`src/rtl/serial_add16_ctrl_pkg.sv`:
```
// Shared definitions for the nibble-serial adder: FSM state encoding and slice width.
package serial_add16_ctrl_pkg;

    localparam int SLICE_W = 4;

    typedef enum logic [1:0] {
        IDLE = 2'd0,
        ADD  = 2'd1,
        HOLD = 2'd2
    } state_t;

endpackage

```
`src/rtl/serial_add16_ctrl_add4_cin.sv`:
```
// 4-bit adder slice with carry-in; the serial adder reuses one instance per nibble.
module add4_cin
    import serial_add16_ctrl_pkg::*;
(
    input  logic [SLICE_W-1:0] a,
    input  logic [SLICE_W-1:0] b,
    input  logic               cin,
    output logic [SLICE_W-1:0] s,
    output logic               cout
);

    assign {cout, s} = {1'b0, a} + {1'b0, b} + {{SLICE_W{1'b0}}, cin};

endmodule

```
`src/rtl/serial_add16_ctrl.sv`:
```
// Nibble-serial unsigned adder: latches an operand pair, adds one 4-bit slice per
// cycle through a shared add4_cin, then holds sum/cout until the consumer takes them.
module serial_add16_ctrl
    import serial_add16_ctrl_pkg::*;
#(
    parameter int NIBBLES = 4
) (
    input  logic                   clk,
    input  logic                   rst_n,
    input  logic                   in_valid,
    output logic                   in_ready,
    input  logic [SLICE_W*NIBBLES-1:0] a,
    input  logic [SLICE_W*NIBBLES-1:0] b,
    output logic                   out_valid,
    input  logic                   out_ready,
    output logic [SLICE_W*NIBBLES-1:0] sum,
    output logic                   cout
);

    localparam int W     = SLICE_W * NIBBLES;
    localparam int CNT_W = (NIBBLES > 1) ? $clog2(NIBBLES) : 1;
    localparam logic [CNT_W-1:0] LAST = CNT_W'(NIBBLES - 1);

    state_t             state;
    logic [CNT_W-1:0]   cnt;
    logic               carry;
    logic [W-1:0]       a_q;
    logic [W-1:0]       b_q;
    logic [SLICE_W-1:0] a_nib;
    logic [SLICE_W-1:0] b_nib;
    logic [SLICE_W-1:0] s_nib;
    logic               c_nib;

    assign in_ready  = (state == IDLE);
    assign out_valid = (state == HOLD);

    assign a_nib = a_q[SLICE_W*int'(cnt) +: SLICE_W];
    assign b_nib = b_q[SLICE_W*int'(cnt) +: SLICE_W];

    add4_cin u_slice (
        .a    (a_nib),
        .b    (b_nib),
        .cin  (carry),
        .s    (s_nib),
        .cout (c_nib)
    );

    // Operand latches carry no reset: they are only read after a fresh accept.
    always_ff @(posedge clk) begin
        if (state == IDLE && in_valid) begin
            a_q <= a;
            b_q <= b;
        end
    end

    always_ff @(posedge clk or negedge rst_n) begin
        if (!rst_n) begin
            state <= IDLE;
            cnt   <= '0;
            carry <= 1'b0;
            sum   <= '0;
            cout  <= 1'b0;
        end else begin
            case (state)
                IDLE: begin
                    if (in_valid) begin
                        cnt   <= '0;
                        carry <= 1'b0;
                        state <= ADD;
                    end
                end
                ADD: begin
                    sum[SLICE_W*int'(cnt) +: SLICE_W] <= s_nib;
                    carry <= c_nib;
                    // cnt parks on the last nibble instead of wrapping; the next accept clears it.
                    if (cnt == LAST) begin
                        cout  <= c_nib;
                        state <= HOLD;
                    end else begin
                        cnt <= cnt + CNT_W'(1);
                    end
                end
                HOLD: begin
                    if (out_ready) state <= IDLE;
                end
                default: state <= IDLE;
            endcase
        end
    end

endmodule

```
`config.mk`:
```
export PLATFORM = sky130hd
export DESIGN_NAME = serial_add16_ctrl
export DESIGN_NICKNAME = d
export VERILOG_FILES = /design/src/rtl/serial_add16_ctrl_pkg.sv /design/src/rtl/serial_add16_ctrl_add4_cin.sv /design/src/rtl/serial_add16_ctrl.sv
export SDC_FILE = /design/constraint.sdc
export NUM_CORES = 1
export LEC_CHECK = 0
export ABC_AREA = 0
export ABC_CLOCK_PERIOD_IN_PS = 3800
export BUFFER_PORTS_ARGS = -buffer_cell sky130_fd_sc_hd__buf_2
export CORE_MARGIN = 2
export CORE_UTILIZATION = 45
export DETAILED_ROUTE_END_ITERATION = 10
export MAX_ROUTING_LAYER = met4
export PLACE_DENSITY = 0.65
export SYNTH_ARGS = -nofsm -noshare
export SYNTH_HDL_FRONTEND = slang
export SYNTH_HIERARCHICAL = 1
export SYNTH_SLANG_ARGS = --single-unit
```
`constraint.sdc`:
```
create_clock -name clk -period 3.8 [get_ports clk]
set_input_delay 0.19 -clock clk [delete_from_list [all_inputs] [get_ports clk]]
set_output_delay 0.19 -clock clk [all_outputs]
set_load 0.01 [all_outputs]
```
==> impl_metrics.env, run 1 <==
export IMPL_r2r_end="sum[3]$_DFFE_PN0P_"
export IMPL_ys_seq_area_share_pct=61.29
export IMPL_cts_path_max_buffers=2
export IMPL_ys_types=33
export IMPL_setup_viol_count_final=0
export IMPL_outcome="finished, final reports clean"
export IMPL_final_fill_count=445
export IMPL_hold_violations=0
export IMPL_p_leak_uw=0.001276
export IMPL_multiInputGateArea_um2=860.8
export IMPL_worst_slew_pin_slew_ns=0.4975
export IMPL_cts_made_buffers=5
export IMPL_fin_crit_sh_pct=71.16
export IMPL_cap_violations=0
export IMPL_peakVddDrop_v=0.0004051
export IMPL_p_sw_share_pct=37.17
export IMPL_cts_tree="built"
export IMPL_diodes=0
export IMPL_seq_area_um2=1511
export IMPL_fmax_ghz=0.3698
export IMPL_num_rows=26
export IMPL_power_share_sequential_pct=38.3
export IMPL_syn_area_um2=2466
export IMPL_wl_um=4450
export IMPL_place_port_buffers=54
export IMPL_hold_path_class="in -> reg"
export IMPL_clkSinkCount=54
export IMPL_finClkSkew_ns=0.01444
export IMPL_vias=1508
export IMPL_period_minus_slack_ns=2.704
export IMPL_end_kind="flop"
export IMPL_coreArea_um2=5205
export IMPL_dpl_cell_area_um2=2813
export IMPL_rsz0062_at_grt="false"
export IMPL_grt_ovfl_total=0
export IMPL_crit_arrival_ns=2.89
export IMPL_initial_core_util_pct=47.38
export IMPL_worstPathRequired_ns=3.98
export IMPL_synth_area_leaders="edfxtp_1 (39%), dfrtp_1 (22%), mux4_2 (7.3%)"
export IMPL_tns_ns=0
export IMPL_combPwrFrac_pct=45.5
export IMPL_synth_edf_count=32
export IMPL_htreeDepth=2
export IMPL_reg2reg_slack_ns=1.10
export IMPL_syn_to_final_growth_pct=18.97
export IMPL_nNetsFinal=264
export IMPL_synth_fp_nets=206
export IMPL_clock_latency_ns=0.30
export IMPL_ant_nets=0
export IMPL_holdBufCountCts=1
export IMPL_p_sw_uw=871.7
export IMPL_antenna_found_initial=0
export IMPL_drc=0
export IMPL_clkTransAtPathRegs_ns=0.10
export IMPL_die_area_um2=6089
export IMPL_dieWidth_um=78.03
export IMPL_crit_type="reg -> reg"
export IMPL_relSlewSlack_pct=66.84
export IMPL_design_area_um2=2934
export IMPL_gp_congestion=0.8214
export IMPL_grt_use_total_pct=16.39
export IMPL_viasPerCell=5.218
export IMPL_grt_start_max_net_pins=33
export IMPL_reg2regPathDepth=7
export IMPL_async_flop_share_pct=40.74
export IMPL_netlist_instances=160
export IMPL_synth_seq_cells=54
export IMPL_r2r_start="cnt[0]$_DFFE_PN0P_"
export IMPL_grt_pass1_vias=1588
export IMPL_dp_hpwl_um=3332
export IMPL_drive_above_1_share_pct=40.64
export IMPL_post_cts_buffers=0
export IMPL_grt_pass1_wl_um=7541
export IMPL_synth_top_area_share_pct=38.96
export IMPL_ys_warn_count=6
export IMPL_p_int_uw=1473
export IMPL_cts_root_buf="clkbuf_8"
export IMPL_finalMaxSlewViolations=0
export IMPL_ys_flop_type="edfxtp_1"
export IMPL_cp_endpoint="sum[3]$_DFFE_PN0P_"
export IMPL_drt_iter0_markers=86
export IMPL_cp_startpoint="cnt[0]$_DFFE_PN0P_"
export IMPL_cts_resized=0
export IMPL_wl_per_cell_um=15.40
export IMPL_critPathMaxFanout=7
export IMPL_clock_power_share_pct=16.2
export IMPL_yosysTopAreaCell="edfxtp_1"
export IMPL_powerDensity_nw_per_um2=799.3
export IMPL_synth_avg_cell_area_um2=15.41
export IMPL_io_pins=55
export IMPL_die_h_um=78.03
export IMPL_worst_setup_path_start_kind="flop"
export IMPL_dr_pass1_iters=4
stage by stage:
stage / utilization [%] / worst slack (ns) / power [uW] / hold WS, ns / instances
2_1_floorplan: - / 1.161 / 1679 / -0.1056 / 160
3_3_place_gp: 54.04 / 1.147 / 1953 / 0.1712 / 280
3_5_place_dp: 54.04 / 1.097 / 1985 / 0.1909 / 280
4_1_cts: 56.37 / 1.073 / 2366 / 0.05160 / 289
5_1_grt: 56.37 / 0.9254 / 2526 / 0.03732 / 289
6_report: 56.37 / 1.096 / 2345 / 0.05496 / 289
power groups by stage:
stage | sequential [uW] | clock (uW) | combinational (uW)
floorplan | 880 | 0 | 799
global placement | 911 | 0 | 1040
detailed placement | 916 | 0 | 1070
CTS | 904 | 385 | 1080
global route | 923 | 413 | 1190
finish | 899 | 379 | 1070
critical path, cell delays in order, from the launching register on:
cell      delay [ns]
dfrtp_1         0.58
mux4_2          0.58
fa_1            0.46
a21o_1          0.20
a21oi_2         0.15
xnor2_1         0.12
and4bb_2        0.24
mux2_2          0.25
state kept, by name, summed over array words and instances (netlist names):
name / count
a_q: 16
b_q: 16
sum: 16
cnt: 2
state: 2
carry: 1
cout: 1
final cells by class:
class,instances,area share (%)
inverter,18,2.303
sequential,54,51.51
timing repair buffer,57,10.06
tap,70,2.985
clock buffer,6,2.473
clock inverter,2,1.322
multi-input combinational,82,29.34
cell usage in the layout, fill, tap and decap left out, types with 3 or more instances in the layout:
master,Yosys,final
and3b_1,4,4
mux2_2,7,7
ha_1,8,8
nand2b_1,4,4
mux4_2,8,8
edfxtp_1,32,32
clkbuf_8,0,5
buf_2,3,54
o32ai_1,7,7
nand2_1,10,10
and4bb_2,5,5
o32ai_2,3,3
inv_1,18,18
dfrtp_1,22,22
cell usage after synthesis (3+ instances only):
cell / number
nand2_1: 10
o32ai_1: 7
mux4_2: 8
and3b_1: 4
nand2b_1: 4
dfrtp_1: 22
buf_2: 3
and4bb_2: 5
edfxtp_1: 32
mux2_2: 7
clkbuf_1: 3
inv_1: 18
o32ai_2: 3
ha_1: 8
worst min path at each step:
stage | start | end | slack (ns) | depth (start not counted)
3_3_place_gp | rst_n | sum[8]$_DFFE_PN0P_ | 0.17 | 1
6_report | a[4] | a_q[4]$_DFFE_PP_ | 0.05 | 1
4_1_cts | a[4] | a_q[4]$_DFFE_PP_ | 0.05 | 1
5_1_grt | a[1] | a_q[1]$_DFFE_PP_ | 0.04 | 1
3_5_place_dp | rst_n | sum[8]$_DFFE_PN0P_ | 0.19 | 1
2_1_floorplan | rst_n | carry$_DFFE_PN0P_ | -0.11 | 0
metal layers:
metal	up-vias	global-route usage [%]	routed length (um)
met5	-	-	0
met4	0	4.912	54
met3	6	3.103	193
met2	40	28.71	2362
met1	749	19.36	1839
li1	713	-	-
logic make-up after synthesis:
group,after synthesis,share of synthesized area [%]
buffers and inverters,24,3.805
muxes,15,10.50
xor gates and xnor gates,2,0.7104
AOI/OAI and AO/OA,19,7.204
DFF,54,61.29
and+or+nand+nor,36,10.81
adders and majority gates,10,5.683
(Power assumes the default switching activity.)
==> run 2, diff against run 1 <==
ABC_CLOCK_PERIOD_IN_PS = 2610   (was 3800)
clock period = 2.61 ns   (was 3.8 ns; I/O delays follow)
==> impl_metrics.env, run 2 (synthesized netlist as in run 1, its figures left out) <==
export IMPL_crit_arrival_ns=2.65
export IMPL_grt_use_total_pct=18.36
export IMPL_clkTransAtPathRegs_ns=0.09
export IMPL_coreArea_um2=5205
export IMPL_relSlewSlack_pct=67.37
export IMPL_totalPowerFinal_uw=3598
export IMPL_whs_ns=0.01348
export IMPL_place_port_buffers=54
export IMPL_fmax_ghz=0.4059
export IMPL_gp_congestion=0.8238
export IMPL_fin_crit_sh_pct=94.38
export IMPL_outcome="finished, final reports clean"
export IMPL_critPathMaxFanout=4
export IMPL_drc=0
export IMPL_peakVddDrop_v=0.0004810
export IMPL_worst_path_buf_inv=1
export IMPL_grt_pass1_vias=1759
export IMPL_viasPerCell=5.059
export IMPL_drive_above_1_share_pct=37.55
export IMPL_clkSinkCount=54
export IMPL_ant_nets=0
export IMPL_dp_hpwl_um=3374
export IMPL_final_cell_count_no_fill=323
export IMPL_post_cts_buffers=0
export IMPL_slowest_delay_ns=0.52
export IMPL_grt_ovfl_total=0
export IMPL_worstPathCellList="buf_4 -> mux4_2 -> ha_1 -> a21o_1 -> a21oi_2 -> xnor2_2 -> and4bb_2 -> mux2_2"
export IMPL_p_leak_uw=0.001427
export IMPL_diodes=0
export IMPL_drt_iter0_markers=58
export IMPL_vias=1634
export IMPL_cap_violations=0
export IMPL_grt_pass1_wl_um=8314
export IMPL_dp_cells=283
export IMPL_nNetsFinal=298
export IMPL_cts_root_buf="clkbuf_8"
export IMPL_cpMaxStageDelayCell="mux4_2"
export IMPL_hold_path_class="in -> reg"
export IMPL_wl_um=5078
export IMPL_initial_core_util_pct=47.38
export IMPL_hold_violations=0
export IMPL_period_minus_slack_ns=2.463
export IMPL_crit_type="reg -> reg"
export IMPL_die_area_um2=6089
export IMPL_finClkSkew_ns=0.008051
export IMPL_reg_largest_list="a_q: 16 flops, b_q: 16 flops, sum: 16 flops"
export IMPL_cts_tree="built"
export IMPL_tns_ns=0
export IMPL_cts_path_max_buffers=2
export IMPL_dieWidth_um=78.03
export IMPL_final_common_cell="buf_2"
export IMPL_syn_to_final_growth_pct=33.13
export IMPL_path_delay_family="multiplexers"
export IMPL_worst_slew_pin_slew_ns=0.4895
export IMPL_worstPathRequired_ns=2.80
export IMPL_io_pins=55
export IMPL_cts_made_buffers=5
export IMPL_grt_start_max_net_pins=33
export IMPL_end_kind="flop"
export IMPL_dr_pass1_iters=4
export IMPL_setup_viol_count_final=0
export IMPL_worst_setup_path_start_kind="flop"
export IMPL_clock_latency_ns=0.30
export IMPL_die_h_um=78.03
export IMPL_finalMaxSlewViolations=0
export IMPL_powerDensity_nw_per_um2=1096
export IMPL_htreeDepth=2
export IMPL_final_cell_mix="buf_2 (54), edfxtp_1 (32), dlygate4sd3_1 (32)"
export IMPL_wl_per_cell_um=15.72
export IMPL_num_rows=26
export IMPL_rsz0062_at_grt="false"
export IMPL_antenna_found_initial=0
-- run 2: cell types whose count changed in the layout (fill, tap and decap cells not counted), sizes merged --
cell         previous run  this run
clkinv                  1         0
buf                    56        59
dlygate4sd3             1        32
clkbuf                  6         7
-- run 2: final timing paths --
| kind | start | endpoint | slack (ns) | cells past startpoint |
|---|---|---|---|---|
| worst max-delay path | cnt[0]$_DFFE_PN0P_ | sum[15]$_DFFE_PN0P_ | 0.15 | 8 |
| worst min-delay path | b[15] | b_q[15]$_DFFE_PP_ | 0.01 | 1 |
| worst max register to register | cnt[0]$_DFFE_PN0P_ | sum[15]$_DFFE_PN0P_ | 0.15 | 8 |
| worst min register to register | sum[2]$_DFFE_PN0P_ | sum[2]$_DFFE_PN0P_ | 0.51 | 1 |
| max in group asynchronous | rst_n | cnt[0]$_DFFE_PN0P_ | 1.94 | 2 |
| min in group asynchronous | rst_n | state[1]$_DFFE_PN0P_ | 0.31 | 2 |
-- run 2: timing repair --
action | in CTS | in global routing
hold endpoints to repair | 50 | 3
hold buffers | 29 | 3
setup endpoints to repair | 0 | 9
resized for setup | 0 | 3
-- run 2: layer usage --
metal | track usage [%] | share of wire, % | up-vias | routed length (um)
met5 | - | 0 | - | 0
met4 | 5.614 | 0.77 | 0 | 39
met3 | 3.103 | 3.6 | 4 | 184
met2 | 34.05 | 58 | 40 | 2932
met1 | 20.19 | 38 | 811 | 1922
li1 | - | - | 779 | -
-- run 2: power breakdown --
group          internal, uW  switching [uW]  leakage (uW)
Combinational           836             902      0.000778
Sequential             1150             137      0.000591
Clock                   313             263     0.0000585
-- run 2: layout make-up --
| type | instances | area, um2 |
|---|---|---|
| Sequential cell | 54 | 1513 |
| Timing Repair Buffer | 91 | 628.1 |
| Inverter | 18 | 67.56 |
| Fill cell | 407 | 1922 |
| Clock inverter | 1 | 30.03 |
| Clock buffer | 7 | 86.33 |
| Multi-Input combinational cell | 82 | 870.8 |
| Tap cell | 70 | 87.58 |
-- run 2: through the flow --
stage               instance area [um2]  worst slack (ns)  utilization, %
finish                             3283            0.1466           63.08
global route                       3283           0.02077           63.08
CTS                                3242           0.04084           62.28
detailed placement                 2835           0.05293           54.47
global placement                   2835            0.1524           54.47
floorplan                          2469           0.05067               -
==> run 3, diff against run 2 <==
ABC_AREA = 1   (was 0)
==> impl_metrics.env, run 3 <==
export IMPL_crit_type="reg -> reg"
export IMPL_ys_types=26
export IMPL_async_flop_share_pct=40.74
export IMPL_holdPathStages=3
export IMPL_final_cell_mix="nand2_1 (85), buf_2 (54), inv_1 (39)"
export IMPL_finalMaxSlewViolations=0
export IMPL_wl_um=4824
export IMPL_clock_latency_ns=0.30
export IMPL_combPwrFrac_pct=52.1
export IMPL_htreeDepth=2
export IMPL_initial_core_util_pct=46.82
export IMPL_yosysMostFrequentCell="nand2_1"
export IMPL_diodes=0
export IMPL_setup_viol_count_final=0
export IMPL_tns_ns=0
export IMPL_clkSinkCount=54
export IMPL_reg_largest_list="a_q: 16 flops, b_q: 16 flops, sum: 16 flops"
export IMPL_end_kind="flop"
export IMPL_cts_tree="built"
export IMPL_dr_pass1_iters=4
export IMPL_min_from="in_valid"
export IMPL_period_minus_slack_ns=2.289
export IMPL_ant_nets=0
export IMPL_ys_warn_count=6
export IMPL_hold_violations=0
export IMPL_netlist_instances=268
export IMPL_viasPerCell=4.533
export IMPL_grt_ovfl_total=0
export IMPL_nNetsFinal=406
export IMPL_ys_flop_type="edfxtp_1"
export IMPL_dp_cells=391
export IMPL_holdBufCountCts=30
export IMPL_synth_seq_cells=54
export IMPL_grt_use_total_pct=16.79
export IMPL_powerDensity_nw_per_um2=1164
export IMPL_crit_arrival_ns=2.54
export IMPL_synth_top_area_share_pct=37.05
export IMPL_io_pins=55
export IMPL_syn_to_final_growth_pct=30.68
export IMPL_coreArea_um2=5540
export IMPL_ys_seq_area_share_pct=58.27
export IMPL_synth_edf_count=32
export IMPL_rsz0062_at_grt="false"
export IMPL_p_int_uw=2237
export IMPL_cts_root_buf="clkbuf_8"
export IMPL_gp_congestion=0.7756
export IMPL_totalPowerFinal_uw=3944
export IMPL_clkTransAtPathRegs_ns=0.10
export IMPL_finClkSkew_ns=0.006334
export IMPL_num_rows=27
export IMPL_relSlewSlack_pct=66.28
export IMPL_wl_per_cell_um=11.14
export IMPL_dieWidth_um=79.92
export IMPL_met3_length_um=229
export IMPL_grt_pass1_wl_um=8079
export IMPL_reg2regPathDepth=12
export IMPL_die_area_um2=6387
export IMPL_yosysTopAreaCell="edfxtp_1"
export IMPL_synth_area_leaders="edfxtp_1 (37%), dfrtp_1 (21%), nand2_1 (12%)"
export IMPL_drc=0
export IMPL_p_sw_share_pct=43.27
export IMPL_antenna_found_initial=0
export IMPL_met1Wirelength_um=2094
export IMPL_hold_path_class="in -> reg"
export IMPL_vias=1963
export IMPL_drive_above_1_share_pct=22.44
export IMPL_dpl_cell_area_um2=2939
export IMPL_highest_layer="met4"
export IMPL_syn_area_um2=2594
export IMPL_clock_power_share_pct=14.1
export IMPL_fmax_ghz=0.4369
export IMPL_grt_start_max_net_pins=33
export IMPL_outcome="finished, final reports clean"
export IMPL_place_port_buffers=54
export IMPL_cap_violations=0
export IMPL_cts_path_max_buffers=2
export IMPL_cts_resized=0
export IMPL_final_cell_count_no_fill=433
export IMPL_final_common_cell="nand2_1"
export IMPL_p_leak_uw=0.001685
export IMPL_met2WireLength_um=2445
export IMPL_grt_pass1_vias=1870
export IMPL_p_sw_uw=1707
export IMPL_synth_common_cells="nand2_1 (85), inv_1 (39), edfxtp_1 (32)"
export IMPL_fin_crit_sh_pct=87.70
export IMPL_reg2reg_slack_ns=0.32
export IMPL_power_share_sequential_pct=33.8
export IMPL_synth_avg_cell_area_um2=9.678
export IMPL_synth_fp_nets=314
export IMPL_cts_made_buffers=5
export IMPL_drt_iter0_markers=122
export IMPL_post_cts_buffers=0
export IMPL_critPathMaxFanout=19
export IMPL_cp_startpoint="cnt[0]$_DFFE_PN0P_"
export IMPL_dp_hpwl_um=3345
export IMPL_peakVddDrop_v=0.0004549
export IMPL_r2r_start="cnt[0]$_DFFE_PN0P_"
export IMPL_design_area_um2=3390
export IMPL_worst_setup_path_start_kind="flop"
export IMPL_worst_slew_pin_slew_ns=0.5058
export IMPL_worstPathRequired_ns=2.86
export IMPL_die_h_um=79.92
==> run 3: cell types whose count changed after synthesis, sizes merged, moves of 5 or more <==
cell	delta
inv	+23
mux2	-7
o32ai	-10
nand3	+10
nand2	+77
buf	+5
o211ai	+8
and4bb	-5
nor2	+28
o21ai	+10
mux4	-8
==> run 3: kinds of logic after synthesis <==
kind of cell	share of synthesized area, %
and+or+nand+nor	22.82
DFF	58.27
buffers and inverters	8.056
AOI/OAI and AO/OA	5.113
adders and majority gates	5.403
xor gates and xnor gates	0.3377
==> run 3: layout make-up <==
type | instances | area (um2)
fill | 503 | 2151
multi-input combinational | 165 | 873.3
tap | 72 | 90.09
clock inverter | 2 | 37.54
inverter | 41 | 156.4
clock buffer | 6 | 72.57
sequential | 54 | 1511
timing repair buffer | 93 | 648.1
==> run 3: power groups by stage <==
stage | clock network [uW] | registers (uW) | logic, uW
after floorplan | 0 | 1360 | 1540
after global placement | 0 | 1350 | 2010
after detailed placement | 0 | 1350 | 2030
after CTS | 562 | 1340 | 2080
after global routing | 606 | 1360 | 2390
final | 555 | 1330 | 2060
==> run 3: per-layer routing <==
layer / GRT usage, % / vias to the layer above
met5: - / -
met4: 4.068 / 0
met3: 4.412 / 8
met2: 29.33 / 46
met1: 19.29 / 878
li1: - / 1031
==> run 3: path summary, 6_finish.rpt <==
check / endpoint
worst max-delay path: sum[13]$_DFFE_PN0P_
worst min-delay path: state[0]$_DFFE_PN0P_
worst max register to register: sum[13]$_DFFE_PN0P_
worst min register to register: sum[8]$_DFFE_PN0P_
max in group asynchronous: sum[3]$_DFFE_PN0P_
min in group asynchronous: sum[12]$_DFFE_PN0P_
==> run 3: through the flow <==
step                util (%)  setup slack, ns  hold WS [ns]
CTS                    60.46           0.3018      0.004136
global placement       53.05           0.3792        0.1222
floorplan                  -           0.4033       -0.1651
detailed placement     53.05           0.3323        0.1287
finish                 61.18           0.3210       0.07874
global route           61.18          0.02882       0.08505
==> run 3: critical path: stages, from the launching register on <==
cell	delay (ns)
dfrtp_1	0.39
inv_2	0.23
nand2_1	0.08
o211ai_1	0.09
nand2_1	0.10
fa_1	0.47
inv_1	0.09
fa_1	0.40
inv_1	0.08
inv_1	0.06
nor3_2	0.13
nand2_1	0.08
nand2_1	0.05
